$ cat config.mk
export PLATFORM = sky130hd
export DESIGN_NAME = grad_gen_seq
export DESIGN_NICKNAME = d
export VERILOG_FILES = /design/src/rtl/grad_ctrl_pkg.sv /design/src/rtl/grad_dwell_timer.sv /design/src/rtl/grad_gen_seq.sv
export SDC_FILE = /design/constraint.sdc
export NUM_CORES = 1
export LEC_CHECK = 0
export ABC_AREA = 1
export BUFFER_PORTS_ARGS = -buffer_cell sky130_fd_sc_hd__buf_4
export CORE_UTILIZATION = 49
export CTS_CLUSTER_SIZE = 40
export DETAILED_ROUTE_END_ITERATION = 7
export PLACE_DENSITY = 0.71
export REMOVE_ABC_BUFFERS = 1
export SLEW_MARGIN = 10
export SYNTH_ARGS = -nofsm -noshare
export SYNTH_HDL_FRONTEND = slang
export SYNTH_SLANG_ARGS = --single-unit
$ cat constraint.sdc
create_clock -name clk -period 1.9 [get_ports clk]
set_input_delay 0.38 -clock clk [delete_from_list [all_inputs] [get_ports clk]]
set_output_delay 0.38 -clock clk [all_outputs]
set_load 0.005 [all_outputs]
$ cat src/rtl/grad_ctrl_pkg.sv
// Shared state encodings and pump drive codes for the gradient generator run sequencer.
package grad_ctrl_pkg;

  typedef logic [2:0] grad_state_t;

  localparam grad_state_t StIdle    = 3'd0;
  localparam grad_state_t StPrime   = 3'd1;
  localparam grad_state_t StSettle  = 3'd2;
  localparam grad_state_t StCollect = 3'd3;
  localparam grad_state_t StWaitAck = 3'd4;
  localparam grad_state_t StFlush   = 3'd5;
  localparam grad_state_t StDone    = 3'd6;

  // bit0 = soln1 pump, bit1 = soln2 pump
  localparam logic [1:0] PUMP_OFF  = 2'b00;
  localparam logic [1:0] PUMP_S1   = 2'b01;
  localparam logic [1:0] PUMP_BOTH = 2'b11;

endpackage

$ cat src/rtl/grad_dwell_timer.sv
// Dwell counter: loads a cycle count on state entry, counts down, flags expiry at zero.
module grad_dwell_timer #(
  parameter int unsigned CNT_W = 16
) (
  input  logic             clk,
  input  logic             rst,
  input  logic             load,
  input  logic [CNT_W-1:0] load_val,
  output logic             expire
);

  logic [CNT_W-1:0] cnt_q;

  always_ff @(posedge clk) begin
    if (rst) begin
      cnt_q <= '0;
    end else if (load) begin
      cnt_q <= load_val;
    end else if (cnt_q != '0) begin
      cnt_q <= cnt_q - CNT_W'(1);
    end
  end

  assign expire = (cnt_q == '0);

endmodule

$ cat src/rtl/grad_gen_seq.sv
// Run sequencer for the two-inlet gradient generator: prime, settle, per-outlet collect/handoff.
// Optional post-run soln1 flush is enabled by defining GRAD_FLUSH_EN.
module grad_gen_seq
  import grad_ctrl_pkg::*;
#(
  parameter int unsigned NUM_OUT     = 4,
  parameter int unsigned PRIME_CYC   = 16,
  parameter int unsigned SETTLE_CYC  = 64,
  parameter int unsigned COLLECT_CYC = 8,
  parameter int unsigned FLUSH_CYC   = 32,
  parameter int unsigned CNT_W       = 16
) (
  input  logic                       clk,
  input  logic                       rst,
  input  logic                       start,
  input  logic                       abort,
  input  logic                       sample_ack,
  output logic [1:0]                 pump_en,
  output logic [NUM_OUT-1:0]         out_valve,
  output logic [$clog2(NUM_OUT)-1:0] chan_idx,
  output logic                       sample_valid,
  output logic                       busy,
  output logic                       done,
  output logic                       aborted
);

  localparam int unsigned ChanW = $clog2(NUM_OUT);
  localparam logic [ChanW-1:0] LastChan = ChanW'(NUM_OUT - 1);

  grad_state_t      state_q, state_d;
  logic [ChanW-1:0] chan_q, chan_d;
  logic             aborted_d;

  logic             dwell_load;
  logic [CNT_W-1:0] dwell_val;
  logic             dwell_expire;

  logic [1:0]         pump_d;
  logic [NUM_OUT-1:0] valve_d;
  logic               valid_d, busy_d, done_d;

  grad_dwell_timer #(
    .CNT_W (CNT_W)
  ) u_dwell (
    .clk      (clk),
    .rst      (rst),
    .load     (dwell_load),
    .load_val (dwell_val),
    .expire   (dwell_expire)
  );

  // Abort outranks ack and dwell expiry, so it is resolved before the state decode.
  always_comb begin
    state_d   = state_q;
    chan_d    = chan_q;
    aborted_d = 1'b0;
    if (state_q != StIdle && abort) begin
      state_d   = StIdle;
      chan_d    = '0;
      aborted_d = 1'b1;
    end else begin
      case (state_q)
        StIdle:    if (start) state_d = StPrime;
        StPrime:   if (dwell_expire) state_d = StSettle;
        StSettle:  if (dwell_expire) state_d = StCollect;
        StCollect: if (dwell_expire) state_d = StWaitAck;
        StWaitAck: begin
          if (sample_ack) begin
            if (chan_q == LastChan) begin
`ifdef GRAD_FLUSH_EN
              state_d = StFlush;
`else
              state_d = StDone;
`endif
            end else begin
              chan_d  = chan_q + ChanW'(1);
              state_d = StCollect;
            end
          end
        end
`ifdef GRAD_FLUSH_EN
        StFlush:   if (dwell_expire) state_d = StDone;
`endif
        StDone: begin
          state_d = StIdle;
          chan_d  = '0;
        end
        default: begin
          state_d = StIdle;
          chan_d  = '0;
        end
      endcase
    end
  end

  // Every transition is a state change, so entry is detected as a change of state.
  always_comb begin
    dwell_load = (state_d != state_q);
    case (state_d)
      StPrime:   dwell_val = CNT_W'(PRIME_CYC - 1);
      StSettle:  dwell_val = CNT_W'(SETTLE_CYC - 1);
      StCollect: dwell_val = CNT_W'(COLLECT_CYC - 1);
`ifdef GRAD_FLUSH_EN
      StFlush:   dwell_val = CNT_W'(FLUSH_CYC - 1);
`endif
      default:   dwell_val = '0;
    endcase
  end

`ifndef GRAD_FLUSH_EN
  logic unused_flush_cyc;
  assign unused_flush_cyc = (FLUSH_CYC == 0);
`endif

  // Outputs are decoded from the next state so the registered copies line up with state_q.
  always_comb begin
    pump_d  = PUMP_OFF;
    valve_d = '0;
    valid_d = 1'b0;
    busy_d  = (state_d != StIdle);
    done_d  = (state_d == StDone);
    case (state_d)
      StPrime, StSettle: begin
        pump_d  = PUMP_BOTH;
        valve_d = '1;
      end
      StCollect: begin
        pump_d  = PUMP_BOTH;
        valve_d = NUM_OUT'(1) << chan_d;
      end
      StWaitAck: valid_d = 1'b1;
`ifdef GRAD_FLUSH_EN
      StFlush: begin
        pump_d  = PUMP_S1;
        valve_d = '1;
      end
`endif
      default: ;
    endcase
  end

  always_ff @(posedge clk) begin
    if (rst) begin
      state_q      <= StIdle;
      chan_q       <= '0;
      pump_en      <= PUMP_OFF;
      out_valve    <= '0;
      sample_valid <= 1'b0;
      busy         <= 1'b0;
      done         <= 1'b0;
      aborted      <= 1'b0;
    end else begin
      state_q      <= state_d;
      chan_q       <= chan_d;
      pump_en      <= pump_d;
      out_valve    <= valve_d;
      sample_valid <= valid_d;
      busy         <= busy_d;
      done         <= done_d;
      aborted      <= aborted_d;
    end
  end

  assign chan_idx = chan_q;

endmodule

# [After elaboration in Yosys (flattened, before gate mapping)]
# Cells that the tools add are included.
[classes] n_addsub=2 n_lt_le_gt_ge=0 reduce_logical=10 shifts=1 muxes=19 n_eq_ne=11 n_bitwise=0 n_mul=0 n_div=0
[op_table] op="two-way mux 16 bit" n=2
[op_table] op="two-way mux 3 bit" n=7
[op_table] op="one-hot mux 6 bit (3 select lines)" n=1
[op_table] op="logical NOT 16 bit" n=1
[op_table] op="nonzero test 16 bit" n=1
[op_table] op="subtractor 16 x 1 -> 16 bit (second input constant)" n=1
[op_table] op="one-hot mux 3 bit (5 select lines)" n=1
[op_table] op="equality test 3 x 2 -> 1 bit (second input constant)" n=4
[op_table] op="equality test 3 bit (second input constant)" n=3
[op_table] op="two-way mux 2 bit" n=4
[op_table] op="one-hot mux 4 bit (2 select lines)" n=1
[op_table] op="equality test 3 x 1 -> 1 bit (second input constant)" n=2
[op_table] op="nonzero test 3 bit" n=2
[op_table] op="one-hot mux 2 bit (2 select lines)" n=1
[op_table] op="OR reduction 4 bit" n=1
[op_table] op="left shift 1 x 2 -> 4 bit (first input constant)" n=1
[op_table] op="logical NOT 3 bit" n=1
[op_table] op="inequality test 3 bit" n=1
[op_table] op="OR reduction 3 bit" n=1
[op_table] op="adder 2 x 1 -> 2 bit (second input constant)" n=1
[op_table] op="equality test 2 bit (second input constant)" n=1
[op_table] op="two-way mux 1 bit" n=2
[op_table] op="nonzero test 2 bit" n=1
[op_table] op="OR reduction 2 bit" n=1
[op_table] op="logical AND 1 bit" n=1
[word_totals] output_inout_bits=12 mem_count=0 elab_cells=52 latchBits=0 register_bits=31 ram_bits=0 in_bits=5 mem_bits_ro=0

# [Depth between registers and ports, before layout]
# Gate-level depths: netlist (run 1).
[depth] word_depth=8 ltp_mapped=16 mapped_depth_nobuf=16

# [Modules after synthesis]
# A second synthesis (run 1) with hierarchy kept.
[hier_totals] hier_cells=280 area_unflattened_um2=1839.3
[modules_own_cells] module="grad_dwell_timer" cells_per_inst=179 area_each_um2=1114.8 seq_area_each_um2=320.3 n_inst=1
[modules_own_cells] module="grad_gen_seq" cells_per_inst=101 area_each_um2=724.4 seq_area_each_um2=280.3 n_inst=1

# [Least setup slack after synthesis (run 1)]
# Ideal clock, no wire load.
[synth_timing] path_type="reg-to-reg" startpoint="register u_dwell.cnt_q[0]" endpoint="register u_dwell.cnt_q[1]" t_required_ns=1.785 path_buffers=0 period_less_slack_ns=1.817 t_arrival_ns=1.702 path_slack_ns=0.083 stages_incl_launch_ff=16 setup_ns=0.115 cell_sequence="dfxtp_1 > inv_1 > ha_1 > nand2_2 > nor2_4 > nand2_4 > o21ai_2 > nand2_2 > nand2_1 > nand2_2 > nor2_8 > nand2_4 > nand2_2 > nand2_1 > nor2_1 > nor2_1"
[synth_via] elab_chain_cells=7 word_cells_on_any_way=16 classes_between="1 x add/sub; 4 x eq/ne; 8 x mux; 3 x reduce/logical"
[synth_lines] item="start, declared" line="grad_dwell_timer.sv:12" rtl="logic [CNT_W-1:0] cnt_q;"
[synth_lines] item="start signal, assigned" line="grad_dwell_timer.sv:18" rtl="cnt_q <= load_val;"
[synth_lines] item="start signal, assigned" line="grad_dwell_timer.sv:20" rtl="cnt_q <= cnt_q - CNT_W'(1);"
[synth_lines] item="logical NOT 16 bit" line="grad_dwell_timer.sv:24" rtl="assign expire = (cnt_q == '0);"
[synth_lines] item="two-way mux 3 bit, on equally long branches" line="grad_gen_seq.sv:66, grad_gen_seq.sv:64, grad_gen_seq.sv:65"
[synth_lines] item="one-hot mux 3 bit (5 select lines)" line="grad_gen_seq.sv:62" rtl="case (state_q)"
[synth_lines] item="two-way mux 3 bit" line="grad_gen_seq.sv:57" rtl="if (state_q != StIdle && abort) begin"
[synth_lines] item="equality test 3 x 2 -> 1 bit or equality test 3 x 1 -> 1 bit (tied branches)" line="grad_gen_seq.sv:99" rtl="case (state_d)"
[synth_lines] item="one-hot mux 6 bit (3 select lines)" line="grad_gen_seq.sv:99"
[synth_lines] item="two-way mux 16 bit" line="grad_dwell_timer.sv:17" rtl="end else if (load) begin"
# Several ways; a longest one is shown, not always the timed one. The select of a mux whose other input is x is not followed.
# A chain may end at the register's enable or synchronous reset.

# [Worst setup path after layout (run 1)]
[layout_timing] startpoint="register u_dwell.cnt_q[8]" endpoint="register u_dwell.cnt_q[1]"
# Same word-level chain as after synthesis.

==> impl_metrics.json, run 1 <==
{
  "status": "finished, final reports clean",
  "crit_arrival_ps": 2090,
  "hold_path_class": "in2reg",
  "finalHoldViolations": 0,
  "final_cell_area_sq_um": 2140,
  "routed_wl_mm": 3.58,
  "drt-pass1-iter-count": 4,
  "nNetsFinal": 254,
  "ff2ff_path_depth": 14,
  "vias_per_cell": 4.99,
  "grt_pass1_vias": 1196,
  "cts_tree": "built",
  "path_max_fanout": 7,
  "synth.largest_area_cell": "dfxtp_1",
  "relSlewSlack_pct": 76.8,
  "syn_avg_cell_area_sq_um": 7.64,
  "final_util_pct": 70.1,
  "ios": 17,
  "min_period_ps": 1850,
  "dpl.hpwl_mm": 2.28,
  "cts_sinks": 30,
  "post-place-ws_ps": -8.39,
  "place_congestion": 0.889,
  "post-synth-top-area-fraction_pct": 37.8,
  "clk_pin_slew_ps": 100,
  "clock_path_buffers": 2,
  "rr_startpoint": "u_dwell.cnt_q[8]",
  "hold_depth": 2,
  "core_sq_um": 3050,
  "cts-buffers-inserted": 5,
  "antenna_found_initial": 0,
  "power.density_nw_per_um2": 1830,
  "syn2layout_area_growth_pct": 34.7,
  "fp.dieW_um": 58.9,
  "rrSetupSlack_ps": 50,
  "grt_usage_pct": 20.3,
  "grt_setup_unrepaired": "true",
  "ys_warn_count": 0,
  "design.die.area_sq_um": 3470,
  "synth_area_sq_um": 1590,
  "slew_viol_final": 0,
  "start_util_pct": 52.0,
  "wl_per_cell_um": 12.2,
  "crit_start": "u_dwell.cnt_q[8]",
  "place_area_sq_um": 1810,
  "startpoint_type": "register",
  "yosysUniqueCellTypes": 31,
  "grt_overflow_total": 0,
  "port_buffers": 16,
  "dr_total_vias": 1463,
  "cts-htree-levels": 2,
  "drive_gt1_share_pct": 45.4,
  "seq_area_frac_synth_pct": 37.8,
  "holdPathEnd": "state_q[0]",
  "postRouteAntennaNets": 0,
  "vdd_drop_max_v": 0.000922,
  "crit_type": "reg2reg",
  "reg2reg_to": "u_dwell.cnt_q[1]",
  "timing.final.crit_share_pct": 97.3,
  "finalWorstSetupSlack_ps": 50.4,
  "drc": 0,
  "die_h_um": 58.9,
  "fin_skew_ps": 10.5,
  "fin_cells": 293,
  "synthCells": 208,
  "cp.required_ps": 2140,
  "grt_pass1_wl_mm": 5.15,
  "finalSetupViolations": 0,
  "placementRows": 20,
  "cap_violations": 0,
  "hold_start": "rst",
  "clkLatencyLatePin_ps": 340,
  "drtIter0Drc": 52,
  "root_buffer": "clkbuf_4",
  "synth-seq-cells": 30,
  "max_freq_mhz": 541,
  "p_leak_nw": 0.994,
  "grt_start_max_net_pins": 13,
  "diodes": 0,
  "mostFrequentLayoutCells": "nand2_1 (35), buf_4 (35), inv_1 (18)",
  "end_kind": "register",
  "tightestPinTransition_ps": 345,
  "dp.cells": 274,
  "synth.area.top_cells": "dfxtp_1 (38%), nand2_1 (9.4%), nor2_1 (5.4%)"
}
[worst max path at each step]
stage                        to  slack (ps)  depth (start not counted)
5_1_grt        u_dwell.cnt_q[1]         -70                         14
3_3_place_gp   u_dwell.cnt_q[1]          20                         15
4_1_cts        u_dwell.cnt_q[1]      -0.001                         14
6_report       u_dwell.cnt_q[1]          50                         14
3_5_place_dp   u_dwell.cnt_q[1]          -8                         15
2_1_floorplan  u_dwell.cnt_q[1]          80                         15
[cells in the mapped netlist]
| cell | instances |
|---|---|
| a21o_1 | 1 |
| a21oi_1 | 8 |
| a31oi_1 | 1 |
| buf_4 | 1 |
| clkbuf_1 | 1 |
| dfxtp_1 | 30 |
| ha_1 | 1 |
| inv_1 | 21 |
| inv_2 | 2 |
| inv_6 | 1 |
| nand2_1 | 40 |
| nand2_2 | 8 |
| nand2_4 | 4 |
| nand2_8 | 1 |
| nand3_1 | 13 |
| nand3_2 | 1 |
| nand4_1 | 4 |
| nor2_1 | 23 |
| nor2_2 | 10 |
| nor2_4 | 4 |
| nor2_8 | 1 |
| nor3_1 | 6 |
| nor4_1 | 3 |
| o211ai_1 | 1 |
| o21ai_0 | 3 |
| o21ai_1 | 2 |
| o21ai_2 | 1 |
| o21ai_4 | 1 |
| o21bai_1 | 1 |
| xnor2_1 | 7 |
| xor2_1 | 7 |
[layer usage]
metal / vias to the layer above / track usage (%) / share of wire (%)
li1: 740 / - / -
met5: - / 0 / 0
met3: 11 / 5.05 / 5.3
met1: 676 / 27.0 / 47
met2: 36 / 29.1 / 46
met4: 0 / 12.9 / 2.3
[power breakdown]
group / total (mW) / switching (mW) / internal (mW)
Clock: 0.476 / 0.223 / 0.253
Combinational: 2.55 / 1.50 / 1.05
Sequential: 0.899 / 0.110 / 0.789
Total: 3.92 / 1.83 / 2.09
[final cells by class]
| cell class | count | area [sq um] |
|---|---|---|
| Inverter | 24 | 100 |
| Clock buffer | 8 | 78.8 |
| Multi-Input combinational cell | 152 | 1020 |
| Sequential cell | 30 | 627 |
| Tap cell | 44 | 55.1 |
| Timing Repair Buffer | 35 | 263 |
| Fill cell | 245 | 912 |
[state kept, by name, indices dropped and copies added (netlist names)]
signal,flops
aborted,1
busy,1
chan_idx,2
done,1
out_valve,4
pump_en,1
sample_valid,1
state_q,3
u_dwell.cnt_q,16
[metrics by stage]
stage          setup TNS [ps]  hold slack [ps]  total power [mW]
3_3_place_gp                0              513              2.92
3_5_place_dp            -8.39              514              2.94
4_1_cts              -0.00133              299              3.49
5_1_grt                  -335              285              4.21
2_1_floorplan               0              449              2.46
6_report                    0              300              3.92
[kinds of logic after synthesis]
| group | after synthesis | synth area share [%] |
|---|---|---|
| AND/OR/NAND/NOR | 118 | 39.5 |
| adder cells (fa/ha/maj) | 1 | 0.787 |
| buffers and inverters | 26 | 6.69 |
| flip-flops | 30 | 37.8 |
| AO/OA/AOI/OAI | 19 | 7.48 |
| XOR/XNOR | 14 | 7.72 |
[worst max-delay path, cell delays in order, from the launching register on]
cell and delay [ps]:
dfxtp_2 360, nor2_4 120, nand2_2 80, nor2_4 160
nand2_4 110, o21ai_4 170, nand2_2 80, nand2_2 90
nand2_4 70, nor2_8 150, nand2_4 110, nand2_4 90
nand2_1 50, nor2_1 90, nor2_1 40
[timing repair]
action | in CTS | in global routing
hold buffers | 0 | 0
resized for setup | 3 | 51
endpoints found under the setup margin | 5 | 21
hold endpoints to repair | 0 | 0
pin swaps | 1 | 21
buffers inserted | 1 | 10
No activity file was read; power rests on OpenSTA's default activity.
==> inputs of run 2 (changes only) <==
--- a/config.mk
+++ b/config.mk
@@ -7,11 +7,11 @@
 export LEC_CHECK = 0
 export ABC_AREA = 1
 export BUFFER_PORTS_ARGS = -buffer_cell sky130_fd_sc_hd__buf_4
+export CORE_MARGIN = 2
 export CORE_UTILIZATION = 49
 export CTS_CLUSTER_SIZE = 40
 export DETAILED_ROUTE_END_ITERATION = 7
-export PLACE_DENSITY = 0.71
-export REMOVE_ABC_BUFFERS = 1
+export PLACE_DENSITY = 0.67
 export SLEW_MARGIN = 10
 export SYNTH_ARGS = -nofsm -noshare
 export SYNTH_HDL_FRONTEND = slang
==> run 2 against run 1 <==
Compared with the run above:
- the run now ends with setup timing left
- highest routed layer unchanged
- maximum frequency shrank 3.6%
- combinational power grew 12%
- non-clock buffer count is the same
- routed wire length grew 9.1%
- die area grew 6.9%
- clock skew grew 5.7 ps
- global-route usage grew 1.5 points
- cell count shrank 0.34%
- total power grew 4.9%
- clock power shrank 28%
- register-to-register slack lost 70 ps
- flip-flop and latch count is the same
==> impl_metrics.json, run 2 (synthesis gave the netlist of run 1 again) <==
{
  "vdd_drop_max_v": 0.000997,
  "power_mw": 4.11,
  "drt-pass1-iter-count": 4,
  "drtIter0Drc": 48,
  "wl_per_cell_um": 13.4,
  "startpoint_type": "register",
  "clk_pin_slew_ps": 100,
  "tightestPinTransition_ps": 316,
  "cts-buffers-inserted": 5,
  "finalSetupViolations": 3,
  "vias_per_cell": 5.10,
  "place_congestion": 0.964,
  "failed_checks": "setup timing",
  "placementRows": 20,
  "min_period_ps": 1920,
  "fp.dieW_um": 60.9,
  "dr_total_vias": 1490,
  "place_area_sq_um": 1810,
  "max_freq_mhz": 521,
  "cts-htree-levels": 2,
  "ios": 17,
  "finalWorstSetupSlack_ps": -19.2,
  "crit_chain": "inv_2, nand3_1, inv_1, nand2_1, nand3_2, nand2_4, nand2_2, nand2_2, nor2_8, buf_6, o211ai_1, a21oi_1",
  "fin_hold_ws_ps": 317,
  "synth_fp_nets": 214,
  "grt_pass1_vias": 1425,
  "critPathBufInv": 3,
  "final_util_pct": 70.0,
  "power.density_nw_per_um2": 1910,
  "reg.largest.list": "u_dwell.cnt_q (16), out_valve (4), state_q (3)",
  "critPathMostFrequentCell": "nand2_2",
  "grt_setup_unrepaired": "true",
  "end_kind": "register",
  "regMostFlops": "u_dwell.cnt_q",
  "crit_type": "reg2reg",
  "fin_skew_ps": 16.2,
  "timing.final.crit_share_pct": 101,
  "grt_start_max_net_pins": 13,
  "grt_overflow_total": 0,
  "root_buffer": "clkbuf_4",
  "tns_ps": -41.3,
  "postRouteAntennaNets": 0,
  "largest_register_ffs": 16,
  "dpl.hpwl_mm": 2.53,
  "drc": 0,
  "core_sq_um": 3080,
  "cp.required_ps": 2150,
  "drive_gt1_share_pct": 45.6,
  "port_buffers": 16,
  "crit_arrival_ps": 2170,
  "status": "complete, but fails checks",
  "cts_sinks": 30,
  "syn2layout_area_growth_pct": 35.5,
  "finalHoldViolations": 0,
  "mostFrequentLayoutCells": "buf_4 (33), nand2_1 (30), inv_1 (18), dfxtp_1 (18), nor2_1 (17)",
  "die_h_um": 60.9,
  "cap_violations": 0,
  "final_common_cell": "buf_4",
  "start_util_pct": 51.6,
  "clock_path_buffers": 2,
  "antenna_found_initial": 0,
  "cts_tree": "built",
  "hold_path_class": "in2reg",
  "critPathTopFamily": "simple AND/OR/NAND/NOR gates",
  "p_leak_nw": 0.968,
  "fillerInstances": 266,
  "final_cell_area_sq_um": 2150,
  "design.die.area_sq_um": 3710,
  "relSlewSlack_pct": 78.8,
  "slowest_stage": "dfxtp_2",
  "slew_viol_final": 0,
  "diodes": 0,
  "nNetsFinal": 254,
  "grt_usage_pct": 21.7,
  "path_max_fanout": 8,
  "grt_pass1_wl_mm": 5.80,
  "slowest_delay_ps": 390,
  "routed_wl_mm": 3.90,
  "clkLatencyLatePin_ps": 330
}
-- run 2: layer usage --
metal,track usage [%],share of wire (%),vias to the layer above
li1,-,-,742
met1,22.1,38,700
met2,40.4,55,43
met3,7.25,5.2,5
met4,9.01,1.3,0
met5,0,0,-
-- run 2: repair_timing --
item,4_1_cts,5_1_grt
buffers inserted,5,7
gates resized for setup,11,52
cloned,0,0
setup endpoints to repair,19,20
pin swaps,6,20
hold buffers,0,0
-- run 2: final timing paths --
kind | start | to | slack (ps) | depth (start not counted)
worst max-delay path | state_q[2] | u_dwell.cnt_q[3] | -20 | 12
worst min-delay path | rst | state_q[0] | 320 | 2
worst max register to register | state_q[2] | u_dwell.cnt_q[3] | -20 | 12
worst min register to register | chan_idx[1] | out_valve[3] | 530 | 2
-- run 2: report_power, final --
| part | switching [mW] | leakage [nW] | internal (mW) | total, mW |
|---|---|---|---|---|
| Sequential | 0.125 | 0.251 | 0.791 | 0.916 |
| Combinational | 1.67 | 0.692 | 1.19 | 2.86 |
| Clock | 0.201 | 0.0254 | 0.139 | 0.341 |
-- run 2: layout make-up --
type	count	area, sq um	share of cell area (%)
well taps	44	55.1	2.56
repair buffers	35	270	12.6
flip-flops and latches	30	618	28.7
clock buffers	7	45.0	2.09
inverters	24	105	4.88
multi-input cells	152	1060	49.2
-- run 2: through the flow --
stage / cells / setup slack [ps]
finish: 292 / -19.2
global route: 292 / -94.1
CTS: 285 / 2.68
detailed placement: 273 / -74.4
global placement: 273 / 23.8
floorplan: 208 / 82.5
